[config.mk]
export PLATFORM = sky130hd
export DESIGN_NAME = stream_frame_gen
export DESIGN_NICKNAME = d
export VERILOG_FILES = /design/src/rtl/stream_frame_gen.sv
export SDC_FILE = /design/constraint.sdc
export NUM_CORES = 1
export LEC_CHECK = 0
export CAP_MARGIN = 25
export CORE_AREA = 3 3 228 207
export DETAILED_ROUTE_END_ITERATION = 10
export DIE_AREA = 0 0 231 210
export GPL_ROUTABILITY_DRIVEN = 0
export PLACE_DENSITY = 0.57
export SETUP_SLACK_MARGIN = 0.02
export SKIP_LAST_GASP = 1
export SLEW_MARGIN = 25
export SYNTH_ARGS = -nofsm -noshare
export SYNTH_HDL_FRONTEND = slang
export SYNTH_SLANG_ARGS = --single-unit
[constraint.sdc]
create_clock -name clock -period 3.8 [get_ports clock]
set_clock_uncertainty 0.1 [all_clocks]
set_input_delay 0.38 -clock clock [delete_from_list [all_inputs] [get_ports clock]]
set_output_delay 0.38 -clock clock [all_outputs]
set_load 0.01 [all_outputs]
[src/rtl/stream_frame_gen.sv]
// stream_frame_gen: frames an unframed stream of full-width words into
// beats carrying tlast/tkeep for a run-time byte length.
//
// Ports:
//   clock, reset_n           rising-edge clock, async active-low reset
//   start, length, abort     frame request, byte length, synchronous cancel
//   busy, done, error_len    frame in progress, completion pulse, zero-length pulse
//   in_data/in_valid/in_ready         unframed input stream (in_ready registered)
//   out_data/out_keep/out_last/
//   out_valid/out_ready               framed output stream (LSB-aligned keep)
module stream_frame_gen #(
    parameter int unsigned DATA_BYTES = 16,
    parameter int unsigned LEN_BITS   = 32
) (
    input  logic                    clock,
    input  logic                    reset_n,
    input  logic                    start,
    input  logic [LEN_BITS-1:0]     length,
    input  logic                    abort,
    output logic                    busy,
    output logic                    done,
    output logic                    error_len,
    input  logic [DATA_BYTES*8-1:0] in_data,
    input  logic                    in_valid,
    output logic                    in_ready,
    output logic [DATA_BYTES*8-1:0] out_data,
    output logic [DATA_BYTES-1:0]   out_keep,
    output logic                    out_last,
    output logic                    out_valid,
    input  logic                    out_ready
);

    localparam int unsigned         DATA_W     = DATA_BYTES * 8;
    localparam logic [LEN_BITS-1:0] WORD_BYTES = LEN_BITS'(DATA_BYTES);

    localparam logic [1:0] IDLE  = 2'd0;
    localparam logic [1:0] RUN   = 2'd1;
    localparam logic [1:0] DRAIN = 2'd2;

    logic [1:0]            state, state_nx;
    logic [LEN_BITS-1:0]   remaining, remaining_nx;

    logic                  busy_nx, done_nx, error_len_nx, in_ready_nx;
    logic [DATA_W-1:0]     out_data_nx;
    logic [DATA_BYTES-1:0] out_keep_nx;
    logic                  out_last_nx, out_valid_nx;

    logic                  skid_valid, skid_valid_nx;
    logic [DATA_W-1:0]     skid_data, skid_data_nx;
    logic [DATA_BYTES-1:0] skid_keep, skid_keep_nx;
    logic                  skid_last, skid_last_nx;

    logic                  in_fire, out_fire, tail;
    logic [4:0]            rem_lo;
    logic [DATA_W-1:0]     beat_data;
    logic [DATA_BYTES-1:0] beat_keep;

    assign in_fire  = in_valid & in_ready;
    assign out_fire = out_valid & out_ready;
    assign rem_lo   = remaining[4:0];

    // Beat built from the current input word; the final beat keeps only
    // the low 'remaining' bytes and zeroes the rest.
    always_comb begin
        tail      = (remaining <= WORD_BYTES);
        beat_keep = '0;
        beat_data = '0;
        for (int i = 0; i < DATA_BYTES; i++) begin
            beat_keep[i]         = tail ? (5'(i) < rem_lo) : 1'b1;
            beat_data[i*8 +: 8]  = beat_keep[i] ? in_data[i*8 +: 8] : 8'h00;
        end
    end

    // Next-state, datapath and output decode.
    always_comb begin
        state_nx      = state;
        remaining_nx  = remaining;
        done_nx       = 1'b0;
        error_len_nx  = 1'b0;
        out_data_nx   = out_data;
        out_keep_nx   = out_keep;
        out_last_nx   = out_last;
        out_valid_nx  = out_valid;
        skid_valid_nx = skid_valid;
        skid_data_nx  = skid_data;
        skid_keep_nx  = skid_keep;
        skid_last_nx  = skid_last;

        // Output register drains; the skid entry (if any) moves up.
        if (out_fire) begin
            out_valid_nx  = skid_valid;
            skid_valid_nx = 1'b0;
            if (skid_valid) begin
                out_data_nx = skid_data;
                out_keep_nx = skid_keep;
                out_last_nx = skid_last;
            end
        end

        // in_ready implies an empty skid, so a new beat always has a home.
        if (in_fire) begin
            remaining_nx = tail ? '0 : remaining - WORD_BYTES;
            if (!out_valid_nx) begin
                out_valid_nx = 1'b1;
                out_data_nx  = beat_data;
                out_keep_nx  = beat_keep;
                out_last_nx  = tail;
            end else begin
                skid_valid_nx = 1'b1;
                skid_data_nx  = beat_data;
                skid_keep_nx  = beat_keep;
                skid_last_nx  = tail;
            end
        end

        case (state)
            IDLE: begin
                if (start) begin
                    if (length == '0) begin
                        error_len_nx = 1'b1;
                    end else begin
                        remaining_nx = length;
                        state_nx     = RUN;
                    end
                end
            end
            RUN: begin
                if (in_fire && tail) begin
                    state_nx = DRAIN;
                end
            end
            DRAIN: begin
                if (!out_valid_nx && !skid_valid_nx) begin
                    state_nx = IDLE;
                    done_nx  = 1'b1;
                end
            end
            default: state_nx = IDLE;
        endcase

        // Abort overrides everything, including a coincident start.
        if (abort) begin
            state_nx      = IDLE;
            remaining_nx  = '0;
            done_nx       = 1'b0;
            error_len_nx  = 1'b0;
            out_valid_nx  = 1'b0;
            out_last_nx   = 1'b0;
            out_keep_nx   = '0;
            out_data_nx   = '0;
            skid_valid_nx = 1'b0;
        end

        busy_nx     = (state_nx != IDLE);
        in_ready_nx = (state_nx == RUN) && !skid_valid_nx;
    end

    // State and registered outputs.
    always_ff @(posedge clock or negedge reset_n) begin
        if (!reset_n) begin
            state      <= IDLE;
            remaining  <= '0;
            busy       <= 1'b0;
            done       <= 1'b0;
            error_len  <= 1'b0;
            in_ready   <= 1'b0;
            out_data   <= '0;
            out_keep   <= '0;
            out_last   <= 1'b0;
            out_valid  <= 1'b0;
            skid_valid <= 1'b0;
            skid_data  <= '0;
            skid_keep  <= '0;
            skid_last  <= 1'b0;
        end else begin
            state      <= state_nx;
            remaining  <= remaining_nx;
            busy       <= busy_nx;
            done       <= done_nx;
            error_len  <= error_len_nx;
            in_ready   <= in_ready_nx;
            out_data   <= out_data_nx;
            out_keep   <= out_keep_nx;
            out_last   <= out_last_nx;
            out_valid  <= out_valid_nx;
            skid_valid <= skid_valid_nx;
            skid_data  <= skid_data_nx;
            skid_keep  <= skid_keep_nx;
            skid_last  <= skid_last_nx;
        end
    end

endmodule

# ---- Yosys cells after proc, flatten, opt, wreduce, memory -nomap -nowiden
# Index checks and enable logic that the tools add are counted.
dict set report word_totals {
  reg_bits 330
  elab_cells 120
}
dict set report classes {
  n_addsub 1
  n_lt_le_gt_ge 17
  n_eq_ne 3
  n_mux 73
  n_bitwise 2
  n_reduce_logical 10
}
# op n
set op_table {}
lappend op_table {{$mux 128} 5}
lappend op_table {{$mux 32} 6}
lappend op_table {{$mux 8} 16}
lappend op_table {{$mux 16} 5}
lappend op_table {{$lt 4x5->1 const A} 8}
lappend op_table {{$mux 1} 35}
lappend op_table {{$le 32x5->1 const B} 1}
lappend op_table {{$logic_not 32->1} 1}
lappend op_table {{$sub 32x5->32 const B} 1}
lappend op_table {{$lt 3x5->1 const A} 4}
lappend op_table {{$lt 1x5->1 const A} 2}
lappend op_table {{$lt 2x5->1 const A} 2}
lappend op_table {{$mux 2} 5}
lappend op_table {{$pmux 2 s3} 1}
lappend op_table {{$eq 2x1->1 const B} 2}
lappend op_table {{$logic_and 1x1->1} 3}
lappend op_table {{$logic_not 1->1} 3}
lappend op_table {{$and 1x1->1} 2}
lappend op_table {{$eq 2x2->1 const B} 1}
lappend op_table {{$logic_not 2->1} 1}
lappend op_table {{$reduce_and 2->1} 1}
lappend op_table {{$reduce_bool 2->1} 1}

# ---- Logic depth before layout (Yosys ltp)
# Gate-level depths: netlist of run 1.
dict set report depth {
  ltp_word 11
  ltp_mapped 11
  mapped_depth_nobuf 7
}

# ---- Least setup slack after synthesis of run 1
# No wires, ideal clock.
dict set report synth_path {
  path_kind {register -> register}
  from {reg remaining[14]}
  to {reg out_data[23]}
  setup_ns 0.132
  t_arrival_ns 2.772
  required_time_ns 3.568
  path_slack_ns 0.796
  stages_incl_launch_ff 11
  period_less_slack_ns 3.004
  cell_sequence {dfrtp_1 -> or4_4 -> nand2b_4 -> buf_6 -> or4_4 -> buf_6 -> or4b_4 -> buf_6 -> buf_6 -> a31oi_1 -> nor2_1}
}
dict set report synth_between {
  elab_chain_cells 6
}
# element line
set synth_rtl {}
lappend synth_rtl {{from (decl)} 41} ;# logic [LEN_BITS-1:0] remaining, remaining_nx;
lappend synth_rtl {{from (signal assigned)} 177} ;# remaining <= remaining_nx;
lappend synth_rtl {{$le 32x5->1} 65} ;# tail = (remaining <= WORD_BYTES);
lappend synth_rtl {{$mux 1} 69} ;# beat_keep[i] = tail ? (5'(i) < rem_lo) : 1'b1;
lappend synth_rtl {{$mux 8} 70} ;# beat_data[i*8 +: 8] = beat_keep[i] ? in_data[i*8 +: 8] : 8'h00;
lappend synth_rtl {{$mux 128} 103} ;# if (!out_valid_nx) begin
lappend synth_rtl {{$mux 128} 101} ;# if (in_fire) begin
lappend synth_rtl {{$mux 128} 142} ;# if (abort) begin
lappend synth_rtl {{named net out_data_nx[23]} 44} ;# logic [DATA_W-1:0] out_data_nx;
lappend synth_rtl {{to (signal assigned)} 182} ;# out_data <= out_data_nx;
lappend synth_rtl {{to (decl)} 26} ;# output logic [DATA_BYTES*8-1:0] out_data,
# The timed path passes the listed nets, and every way through them passes these cells.
# A chain may end at the register's enable or synchronous reset.

# ---- Worst setup path in the final report of run 1
dict set report layout_path {
  from {reg remaining[20]}
  to {reg skid_data[101]}
}
dict set report layout_between {
  elab_chain_cells 3
}
# element line
set layout_rtl {}
lappend layout_rtl {{$le 32x5->1} 65}
lappend layout_rtl {{$mux 1} 69}
lappend layout_rtl {{$mux 8} 70}
lappend layout_rtl {{to (signal assigned)} 187} ;# skid_data <= skid_data_nx;
lappend layout_rtl {{to (decl)} 49} ;# logic [DATA_W-1:0] skid_data, skid_data_nx;
# Every way passes these cells.

==> implementation parameters, run 1 <==
Parameter                              Value

Timing
  Endpoints failing hold    0
  Final Max Tran Viols    0
  Post-route minimum period    3.18 ns
  Total negative slack    0 ns
  Setup repair after global routing missed its margin    no
  Worst-margin pin slew    0.913 ns
  PnR worst setup slack    0.620 ns
  Max frequency    0.314 GHz
  Max-Slew Margin vs Limit    39.1%
  Final critical-path share of the clock period    83.7%
  Final setup fails    0

Die
  Number of core rows    74
  Initial Util    31.8%
  Die Area    0.0485 mm²
  Number of top-level pins    316
  Vertical extent of the die    210 µm
  Die boundary width    231 µm
  Core Footprint    0.0452 mm²

Clocking
  Post-CTS resize count    0
  Buffer levels on the longest clock path    3
  Clock insertion delay at the later pin of the skew report    0.54 ns
  TritonCTS clock tree    done
  CTS buffer count    38
  Clock tree root buffer cell    sky130_fd_sc_hd__clkbuf_16
  Sink count of the clock tree    330
  Total setup buffers inserted after CTS    0
  Post-CTS clock slew at the launch and capture registers of the worst setup and hold paths    0.06 ns
  H-tree levels    2

Yosys
  Ys async rst share    100%
  Sequential element share of the synthesized area    57.5%
  Portion of synthesized cell area occupied by the leading cell type    57.5%
  Post-Syn Area per Cell    10.9 µm²
  Distinct cell type count of the synthesized netlist    45
  Post-Synthesis Cell Area    0.0144 mm²
  #FFs+latches synth    330
  Predominant post-synthesis flop cell    sky130_fd_sc_hd__dfrtp_1
  Post-synth top area cell    sky130_fd_sc_hd__dfrtp_1
  Synthesized Nets    1,479
  Post-synth EDFFs    0
  Number of warnings printed during yosys synthesis    0
  Dominant cells by area after synthesis    sky130_fd_sc_hd__dfrtp_1 58%, sky130_fd_sc_hd__mux2i_1 6.7%, sky130_fd_sc_hd__o2bb2ai_1 5.9%, sky130_fd_sc_hd__nand2_1 5.3%, sky130_fd_sc_hd__a22o_1 4.4%
  Synthesized instance count    1,311

Critical path
  Family with the most delay on the worst path    simple AND/OR/NAND/NOR gates
  CP max-delay cell    sky130_fd_sc_hd__or4_1
  Worst path cell trace    or4_1 > nand2b_1 > or4_4 > nor3_1 > nor2_1 > a22o_1
  Critical Path Fanout Max    17
  Arrival time at the worst endpoint    3.51 ns
  Largest stage delay, worst path    0.59 ns
  Category of the most critical setup path    flop to flop
  Crit path capture type    flop
  Kind of start point of the critical path    flop
  Total buffers and inverters traversed by the critical path    0
  Endpoint required time on the critical path    4.13 ns

Global route
  Global-route wire length before repair    70,100 µm
  Via count of the first global-routing pass    11,700
  Maximum number of pins on one net before global-route repair    101
  Leftover overflow at the end of global routing    0
  Initial antenna violation count    0
  GRT Overall Usage    18.2%

Power and ir drop
  Worst vdd ir    300 µV
  Power density cells    448 mW/mm²
  Standby leakage power    8.09 nW

Finish
  Final non-filler cell total    2,230
  Commonest non-fill, non-tap cell in the layout    sky130_fd_sc_hd__dfrtp_1
  Final Cell Area    0.0194 mm²
  Final Net Count    1,764
  Top library cells by usage in the layout, fill and taps aside    330 x sky130_fd_sc_hd__dfrtp_1, 313 x sky130_fd_sc_hd__clkdlybuf4s50_1, 201 x sky130_fd_sc_hd__nand2_1, 96 x sky130_fd_sc_hd__mux2i_1, 96 x sky130_fd_sc_hd__o2bb2ai_1
  Proportion of layout cells with a drive suffix above 1    6.54%
  Area growth from synthesis to final layout    35.1%
  Final Core Density    42.9%

Routing
  Number of vias per cell after detailed routing    5.19
  Residual DRC count    0
  Number of search-and-repair iterations in the first detailed-routing pass    5
  Via count    11,600
  Total wire length    44,900 µm
  Final antenna-violating net count    0
  Routed wire length per instance    20.1 µm
  Detailed Route Iter0 Violations    811

Place
  Post-Place Setup Slack    0.524 ns
  Count of placed standard cells including taps    2,163
  Placed instance area    0.0182 mm²
  Total of buffers placed on input and output ports    315
  Post-detailed-placement half-perimeter wirelength    29,600 µm

Min path
  Worst hold path class    input pin to flop

Job
  # Max-Cap Violations    0

Outcome
  Status    finished clean
path summary, 6_finish.rpt:
path / from / end / slack [ns] / cells after the start
max: remaining[20] / skid_data[101] / 0.62 / 6
min: abort / out_data[22] / 0.24 / 2
max reg2reg: remaining[20] / skid_data[101] / 0.62 / 6
min reg2reg: skid_data[126] / skid_data[126] / 0.37 / 2
max in group asynchronous: reset_n / skid_data[86] / 2.36 / 3
min in group asynchronous: reset_n / skid_data[14] / 0.27 / 2
sequential cells by signal, summed over array words and instances (netlist names), 2 cells and up:
name / flops
out_data: 128
skid_data: 128
skid_keep: 16
state: 2
remaining: 32
out_keep: 16
power breakdown:
part           leakage, nW  switching [mW]  internal (mW)  total [mW]
clock network        0.588            1.45           2.06        3.51
logic                 3.02           0.556          0.584        1.14
registers             4.48           0.202           3.85        4.05
total                 8.09            2.21           6.49        8.70
layout make-up:
type / count / area (µm²)
Timing Repair Buffer: 346 / 3470
Clock buffer: 56 / 1130
Multi-Input combinational cell: 876 / 5710
Sequential cell: 330 / 8260
Fill cell: 4360 / 25800
Clock inverter: 9 / 48.8
Antenna cell: 1 / 2.50
Inverter: 4 / 15.0
Tap cell: 608 / 761
metrics by stage:
stage | total power [mW] | hold WS, ns
2_1_floorplan | 4.62 | -0.0156
3_3_place_gp | 5.23 | 0.256
3_5_place_dp | 5.26 | 0.257
4_1_cts | 8.82 | 0.215
5_1_grt | 9.11 | 0.246
6_report | 8.70 | 0.236
timing repair:
item / 4_1_cts / 5_1_grt
hold endpoints to repair: 58 / 0
hold buffers: 1 / 0
endpoints found under the setup margin: 0 / 0
synthesized netlist by cell type, types with 2 or more instances:
cell / number
sky130_fd_sc_hd__a211oi_1: 6
sky130_fd_sc_hd__a21o_1: 9
sky130_fd_sc_hd__a21oi_1: 51
sky130_fd_sc_hd__a221oi_1: 33
sky130_fd_sc_hd__a22o_1: 72
sky130_fd_sc_hd__a22oi_1: 28
sky130_fd_sc_hd__a311oi_1: 5
sky130_fd_sc_hd__a31o_2: 5
sky130_fd_sc_hd__a31oi_1: 12
sky130_fd_sc_hd__and2_1: 3
sky130_fd_sc_hd__and3_1: 2
sky130_fd_sc_hd__buf_1: 3
sky130_fd_sc_hd__buf_6: 4
sky130_fd_sc_hd__clkbuf_1: 94
sky130_fd_sc_hd__dfrtp_1: 330
sky130_fd_sc_hd__ha_1: 2
sky130_fd_sc_hd__inv_1: 4
sky130_fd_sc_hd__mux2i_1: 96
sky130_fd_sc_hd__nand2_1: 201
sky130_fd_sc_hd__nand2b_1: 4
sky130_fd_sc_hd__nand3_1: 15
sky130_fd_sc_hd__nand3b_1: 3
sky130_fd_sc_hd__nand4_1: 3
sky130_fd_sc_hd__nor2_1: 80
sky130_fd_sc_hd__nor2b_1: 4
sky130_fd_sc_hd__nor3_1: 19
sky130_fd_sc_hd__nor3b_1: 3
sky130_fd_sc_hd__nor4_1: 19
sky130_fd_sc_hd__o21a_1: 2
sky130_fd_sc_hd__o21ai_0: 54
sky130_fd_sc_hd__o21ai_1: 2
sky130_fd_sc_hd__o2bb2ai_1: 96
sky130_fd_sc_hd__or2_2: 3
sky130_fd_sc_hd__or3_1: 7
sky130_fd_sc_hd__or4_1: 2
sky130_fd_sc_hd__or4_4: 2
sky130_fd_sc_hd__xnor2_1: 8
sky130_fd_sc_hd__xor2_1: 18
layer usage:
metal / part of all wire (%) / global-route usage (%)
met1: 46 / 26.4
met2: 46 / 28.1
met3: 6.1 / 3.57
met4: 2.0 / 4.83
met5: 0 / 0
cell families after synthesis:
group                    Yosys count  synth area share (%)
AND/OR/NAND/NOR                  375                  11.5
AO/OA/AOI/OAI                    377                  19.6
flip-flops                       330                  57.5
buffers and inverters            105                  2.96
multiplexers                      96                  6.70
adder cells (fa/ha/maj)            2                 0.174
XOR/XNOR                          26                  1.59
No activity file was read; power rests on OpenSTA's default activity.
==> run 2, diff against run 1 <==
- PLACE_DENSITY: 0.57 -> 0.59
- clock period: 3.8 -> 2.9 ns (I/O delays scaled with it)
==> implementation parameters, run 2 (synthesis results as in run 1) <==
Parameter                              Value

Power and ir drop
  Worst vdd ir    464 µV (+55%)
  Standby leakage power    8.37 nW (+3.5%)
  Power density cells    601 mW/mm² (+34%)

Die
  Number of core rows    74 (unchanged)
  Die boundary width    231 µm (unchanged)
  Die Area    0.0485 mm² (unchanged)
  Number of top-level pins    316 (unchanged)
  Vertical extent of the die    210 µm (unchanged)
  Core Footprint    0.0452 mm² (unchanged)
  Initial Util    31.8% (unchanged)

Timing
  Final Max Tran Viols    0 (unchanged)
  Max-Slew Margin vs Limit    39.1% (-0.062 points)
  Total negative slack    0 ns (unchanged)
  Final setup fails    0 (unchanged)
  Worst-margin pin slew    0.914 ns (+0.000931 ns)
  Post-route minimum period    2.85 ns (-0.335 ns)
  Setup repair after global routing missed its margin    yes
  Final critical-path share of the clock period    98.1% (+14 points)
  Max frequency    0.351 GHz (+12%)
  Endpoints failing hold    0 (unchanged)

Outcome
  Status    finished clean

Critical path
  Endpoint required time on the critical path    3.22 ns (-0.91 ns)
  Family with the most delay on the worst path    simple AND/OR/NAND/NOR gates
  Total buffers and inverters traversed by the critical path    1 (+1)
  Crit path top cell by count    sky130_fd_sc_hd__or4_4
  Category of the most critical setup path    flop to flop
  Arrival time at the worst endpoint    3.16 ns (-0.35 ns)
  Largest stage delay, worst path    0.56 ns (-0.03 ns)
  CP max-delay cell    sky130_fd_sc_hd__or4_4
  Crit path capture type    flop
  Kind of start point of the critical path    flop
  Critical Path Fanout Max    11 (-6)
  Worst path cell trace    or4_4 > nand2b_4 > or4_4 > buf_4 > nor3b_4 > nor2_1 > o2bb2ai_1

Finish
  Registers with the most flip-flops    out_data x128, skid_data x128, remaining x32
  Final non-filler cell total    2,272 (+1.9%)
  Final Cell Area    0.0199 mm² (+2.8%)
  Final Net Count    1,807 (+2.4%)
  Diode insertion count for antenna repair    0 (-1)
  Area growth from synthesis to final layout    38.9%
  Top library cells by usage in the layout, fill and taps aside    330 x sky130_fd_sc_hd__dfrtp_1, 313 x sky130_fd_sc_hd__clkdlybuf4s50_1, 201 x sky130_fd_sc_hd__nand2_1, 96 x sky130_fd_sc_hd__mux2i_1, 96 x sky130_fd_sc_hd__o2bb2ai_1
  Commonest non-fill, non-tap cell in the layout    sky130_fd_sc_hd__dfrtp_1
  Fill count    4,382 (+0.50%)
  Proportion of layout cells with a drive suffix above 1    9.86% (+3.3 points)

Routing
  Met3 wire length    2530 µm (-8.2%)
  Routed wire length on met2    21,000 µm (+2.4%)
  Number of search-and-repair iterations in the first detailed-routing pass    4 (-1)
  Residual DRC count    0 (unchanged)
  Total wire length    45,700 µm (+1.8%)
  Final antenna-violating net count    0 (unchanged)
  Via count    11,800 (+1.9%)
  Number of vias per cell after detailed routing    5.19 (about the same)
  Detailed Route Iter0 Violations    799 (-1.5%)
  Max layer used    met5
  Routed wire length per instance    20.1 µm (about the same)
  Routed metal-1 wirelength    21,400 µm (+3.2%)

Clocking
  Clock insertion delay at the later pin of the skew report    0.55 ns (about the same)
  Sink count of the clock tree    330 (unchanged)
  Buffer levels on the longest clock path    3 (unchanged)
  H-tree levels    2 (unchanged)
  Clock tree root buffer cell    sky130_fd_sc_hd__clkbuf_16
  TritonCTS clock tree    done
  Post-CTS clock slew at the launch and capture registers of the worst setup and hold paths    0.06 ns (about the same)
  CTS buffer count    39 (+2.6%)

Job
  # Max-Cap Violations    0 (unchanged)

Global route
  Via count of the first global-routing pass    11,900 (+1.9%)
  Global-route wire length before repair    71,400 µm (+1.8%)
  Initial antenna violation count    1 (+1)
  Leftover overflow at the end of global routing    0 (unchanged)
  GRT Overall Usage    18.5% (+0.31 points)
  Maximum number of pins on one net before global-route repair    100 (-0.99%)

Min path
  Worst hold path class    input pin to flop

Place
  Count of placed standard cells including taps    2,202 (+1.8%)
  Placed instance area    0.0186 mm² (+1.9%)
  Post-detailed-placement half-perimeter wirelength    30,700 µm (+3.9%)
  Total of buffers placed on input and output ports    315 (unchanged)
[run 2: cell count changes in the layout (fill, tap and decap cells not counted), moves of 2 or more]
cell / previous run / this run
sky130_fd_sc_hd__clkinv_2: 8 / 4
sky130_fd_sc_hd__a311oi_2: 0 / 2
sky130_fd_sc_hd__bufinv_16: 0 / 5
sky130_fd_sc_hd__buf_4: 25 / 63
sky130_fd_sc_hd__inv_6: 0 / 2
sky130_fd_sc_hd__buf_12: 6 / 10
sky130_fd_sc_hd__nor2_2: 0 / 10
sky130_fd_sc_hd__a311oi_1: 5 / 3
sky130_fd_sc_hd__nor2_1: 79 / 69
[run 2: cell type report]
type	count	area [µm²]	share of cell area [%]
Clock buffer	54	1110	5.59
Clock inverter	12	195	0.979
Inverter	4	15.0	0.0753
Multi-Input combinational cell	876	5770	28.9
Sequential cell	330	8260	41.4
Tap cell	608	761	3.81
Timing Repair Buffer	388	3830	19.2
[run 2: metrics by stage]
| stage | util, % | setup slack, ns | total power, mW | hold slack (ns) |
|---|---|---|---|---|
| final | 44.1 | 0.0550 | 12.0 | 0.146 |
| after global routing | 44.1 | -0.0270 | 12.5 | 0.141 |
| after CTS | 44.0 | 0.0178 | 12.1 | 0.108 |
| after floorplan | - | -0.0908 | 6.06 | -0.106 |
| after detailed placement | 41.1 | -0.0546 | 6.97 | 0.244 |
| after global placement | 41.1 | -0.0201 | 6.92 | 0.230 |
[run 2: routing by layer]
metal  GRT usage (%)  vias up
li1                -     5475
met1            26.7     5964
met2            28.8      294
met3            3.82       48
met4            4.44        2
met5               0        -
[run 2: final timing paths]
check                          startpoint             end  slack (ns)  cells after the start
max                         remaining[14]    out_data[82]        0.05                      7
max reg2reg                 remaining[14]    out_data[82]        0.05                      7
max in group asynchronous         reset_n   skid_data[81]        1.49                      3
min                                 abort     out_keep[5]        0.15                      2
min reg2reg                skid_data[126]  skid_data[126]        0.37                      2
min in group asynchronous         reset_n   skid_data[60]        0.22                      2
[run 2: where the power goes]
part / leakage, nW / internal, mW / total (mW) / switching (mW)
Combinational: 3.25 / 0.824 / 1.59 / 0.766
Clock: 0.640 / 3.13 / 5.09 / 1.96
Sequential: 4.48 / 5.04 / 5.30 / 0.259
Total: 8.37 / 8.99 / 12.0 / 2.98
[run 2: worst register-to-register path: stages (launching register included)]
cell	delay, ns
sky130_fd_sc_hd__dfrtp_1	0.38
sky130_fd_sc_hd__or4_4	0.56
sky130_fd_sc_hd__nand2b_4	0.16
sky130_fd_sc_hd__or4_4	0.52
sky130_fd_sc_hd__buf_4	0.21
sky130_fd_sc_hd__nor3b_4	0.33
sky130_fd_sc_hd__nor2_1	0.26
sky130_fd_sc_hd__o2bb2ai_1	0.21
[run 2: timing repair]
action,in CTS,in global routing
resized for setup,4,10
endpoints found under the hold margin,66,0
hold buffers,1,0
endpoints found under the setup margin,42,111
buffers inserted,0,3
==> run 3, diff against run 2 <==
- CORE_AREA: 3 3 228 207 -> 2 2 227 206
- DIE_AREA: 0 0 231 210 -> 0 0 229 208
- MAX_ROUTING_LAYER: unset -> met4
==> implementation parameters, run 3 (synthesis results as in run 1) <==
Parameter                              Value

Timing
  Worst-margin pin slew    0.859 ns (-0.0550 ns)
  Total negative slack    0 ns (unchanged)
  Final hold slack    0.190 ns (+0.0434 ns)
  Max-Slew Margin vs Limit    42.5% (+3.5 points)
  Endpoints failing hold    0 (unchanged)
  Post-route minimum period    2.77 ns (-0.0711 ns)
  Final Max Tran Viols    0 (unchanged)
  Final critical-path share of the clock period    95.7% (-2.5 points)
  PnR worst setup slack    0.126 ns (+0.0711 ns)
  Max frequency    0.360 GHz (+2.6%)
  Final setup fails    0 (unchanged)
  Setup repair after global routing missed its margin    yes

Global route
  Initial antenna violation count    2 (+1)
  Via count of the first global-routing pass    11,800 (-0.84%)
  Leftover overflow at the end of global routing    0 (unchanged)
  Maximum number of pins on one net before global-route repair    84 (-16%)
  GRT Overall Usage    19.4% (+0.86 points)
  Global-route wire length before repair    71,000 µm (-0.61%)

Finish
  Proportion of layout cells with a drive suffix above 1    9.92% (+0.066 points)
  Final Net Count    1,808 (+0.055%)
  Final Cell Area    0.0200 mm² (+0.20%)
  Final Core Density    44.2% (+0.089 points)
  Registers with the most flip-flops    out_data x128, skid_data x128, remaining x32
  Top library cells by usage in the layout, fill and taps aside    330 x sky130_fd_sc_hd__dfrtp_1, 313 x sky130_fd_sc_hd__clkdlybuf4s50_1, 201 x sky130_fd_sc_hd__nand2_1, 96 x sky130_fd_sc_hd__mux2i_1, 96 x sky130_fd_sc_hd__o2bb2ai_1
  Area growth from synthesis to final layout    39.2%
  Commonest non-fill, non-tap cell in the layout    sky130_fd_sc_hd__dfrtp_1

Die
  Number of top-level pins    316 (unchanged)
  Vertical extent of the die    208 µm (-0.95%)
  Core Footprint    0.0452 mm² (unchanged)
  Die Area    0.0476 mm² (-1.8%)
  Die boundary width    229 µm (-0.87%)
  Number of core rows    74 (unchanged)
  Initial Util    31.8% (unchanged)

Critical path
  Critical path destination    out_data[21]
  Critical Path Fanout Max    17 (+6)
  Setup slack of the worst register-to-register path    0.13 ns (+0.07 ns)
  Arrival time at the worst endpoint    3.08 ns (-0.08 ns)
  Endpoint required time on the critical path    3.21 ns (about the same)
  Crit path capture type    flop
  Origin of the worst setup path    remaining[21]
  Category of the most critical setup path    flop to flop
  Reg2reg end    out_data[21]
  Path depth of the worst reg2reg path    6 (-1)
  Worst r2r src    remaining[21]
  Kind of start point of the critical path    flop

Power and ir drop
  Power density cells    599 mW/mm² (-0.33%)
  Worst vdd ir    320 µV (-31%)
  Standby leakage power    8.39 nW (+0.30%)

Routing
  Number of search-and-repair iterations in the first detailed-routing pass    5 (+1)
  Final antenna-violating net count    0 (unchanged)
  Residual DRC count    0 (unchanged)
  Number of vias per cell after detailed routing    5.13 (-1.0%)
  Total wire length    45,400 µm (-0.72%)
  Detailed Route Iter0 Violations    863 (+8.0%)
  Via count    11,700 (-0.97%)
  Routed wire length per instance    20.0 µm (-0.77%)

Clocking
  CTS buffer count    37 (-5.1%)
  Sink count of the clock tree    330 (unchanged)
  Clock insertion delay at the later pin of the skew report    0.54 ns (about the same)
  Post-CTS clock slew at the launch and capture registers of the worst setup and hold paths    0.06 ns (about the same)
  H-tree levels    2 (unchanged)
  Buffer levels on the longest clock path    3 (unchanged)
  TritonCTS clock tree    done
  Clock tree root buffer cell    sky130_fd_sc_hd__clkbuf_16

Min path
  Number of cells on the worst hold path    2 (unchanged)
  Worst hold path class    input pin to flop

Place
  Post-detailed-placement half-perimeter wirelength    30,500 µm (-0.69%)
  Post-Place Setup Slack    0.0613 ns (+0.116 ns)
  Placed instance area    0.0186 mm² (+0.30%)
  Total of buffers placed on input and output ports    315 (unchanged)

Job
  # Max-Cap Violations    0 (unchanged)

Outcome
  Status    finished clean
## run 3: area by class of cell
cell class / instances / area, µm²
Timing Repair Buffer: 391 / 3880
Tap cell: 608 / 761
Antenna cell: 2 / 5.00
Multi-Input combinational cell: 876 / 5750
Clock buffer: 51 / 1100
Sequential cell: 330 / 8260
Fill cell: 4328 / 25200
Clock inverter: 11 / 209
Inverter: 4 / 15.0
## run 3: timing repair
| item | in CTS | in global routing |
|---|---|---|
| setup buffers | 0 | 2 |
| resized for setup | 0 | 10 |
| endpoints found under the setup margin | 0 | 95 |
| hold buffers | 1 | 0 |
| endpoints found under the hold margin | 67 | 0 |
## run 3: how the worst min path moves through the flow
stage,from,to,slack (ns)
final,abort,out_keep[6],0.19
after global routing,abort,out_data[60],0.18
after CTS,abort,out_keep[1],0.16
after detailed placement,reset_n,out_data[12],0.24
after global placement,reset_n,out_data[12],0.24
after floorplan,reset_n,busy,-0.11
## run 3: metal layers
layer	share of wire (%)	track usage, %
met4	2.1	5.67
met2	46	29.2
met3	5.7	4.13
met5	0	-
met1	46	26.3
## run 3: where the power goes
part	switching, mW	internal, mW	total (mW)	leakage, nW
Clock	1.90	3.17	5.07	0.648
Sequential	0.256	5.04	5.30	4.48
Combinational	0.766	0.827	1.59	3.27
## run 3: worst max-delay path, stage by stage, from the launching register on
cell	delay, ns
sky130_fd_sc_hd__dfrtp_1	0.41
sky130_fd_sc_hd__or4_1	0.53
sky130_fd_sc_hd__nand2b_1	0.18
sky130_fd_sc_hd__or4_4	0.46
sky130_fd_sc_hd__or4b_4	0.67
sky130_fd_sc_hd__a31oi_1	0.22
sky130_fd_sc_hd__nor2_1	0.06
## run 3: per-stage QoR
| stage | std cells | power (mW) |
|---|---|---|
| after floorplan | 1311 | 6.06 |
| final | 2273 | 12.0 |
| after global placement | 2206 | 6.94 |
| after CTS | 2269 | 12.1 |
| after global routing | 2273 | 12.5 |
| after detailed placement | 2206 | 6.97 |
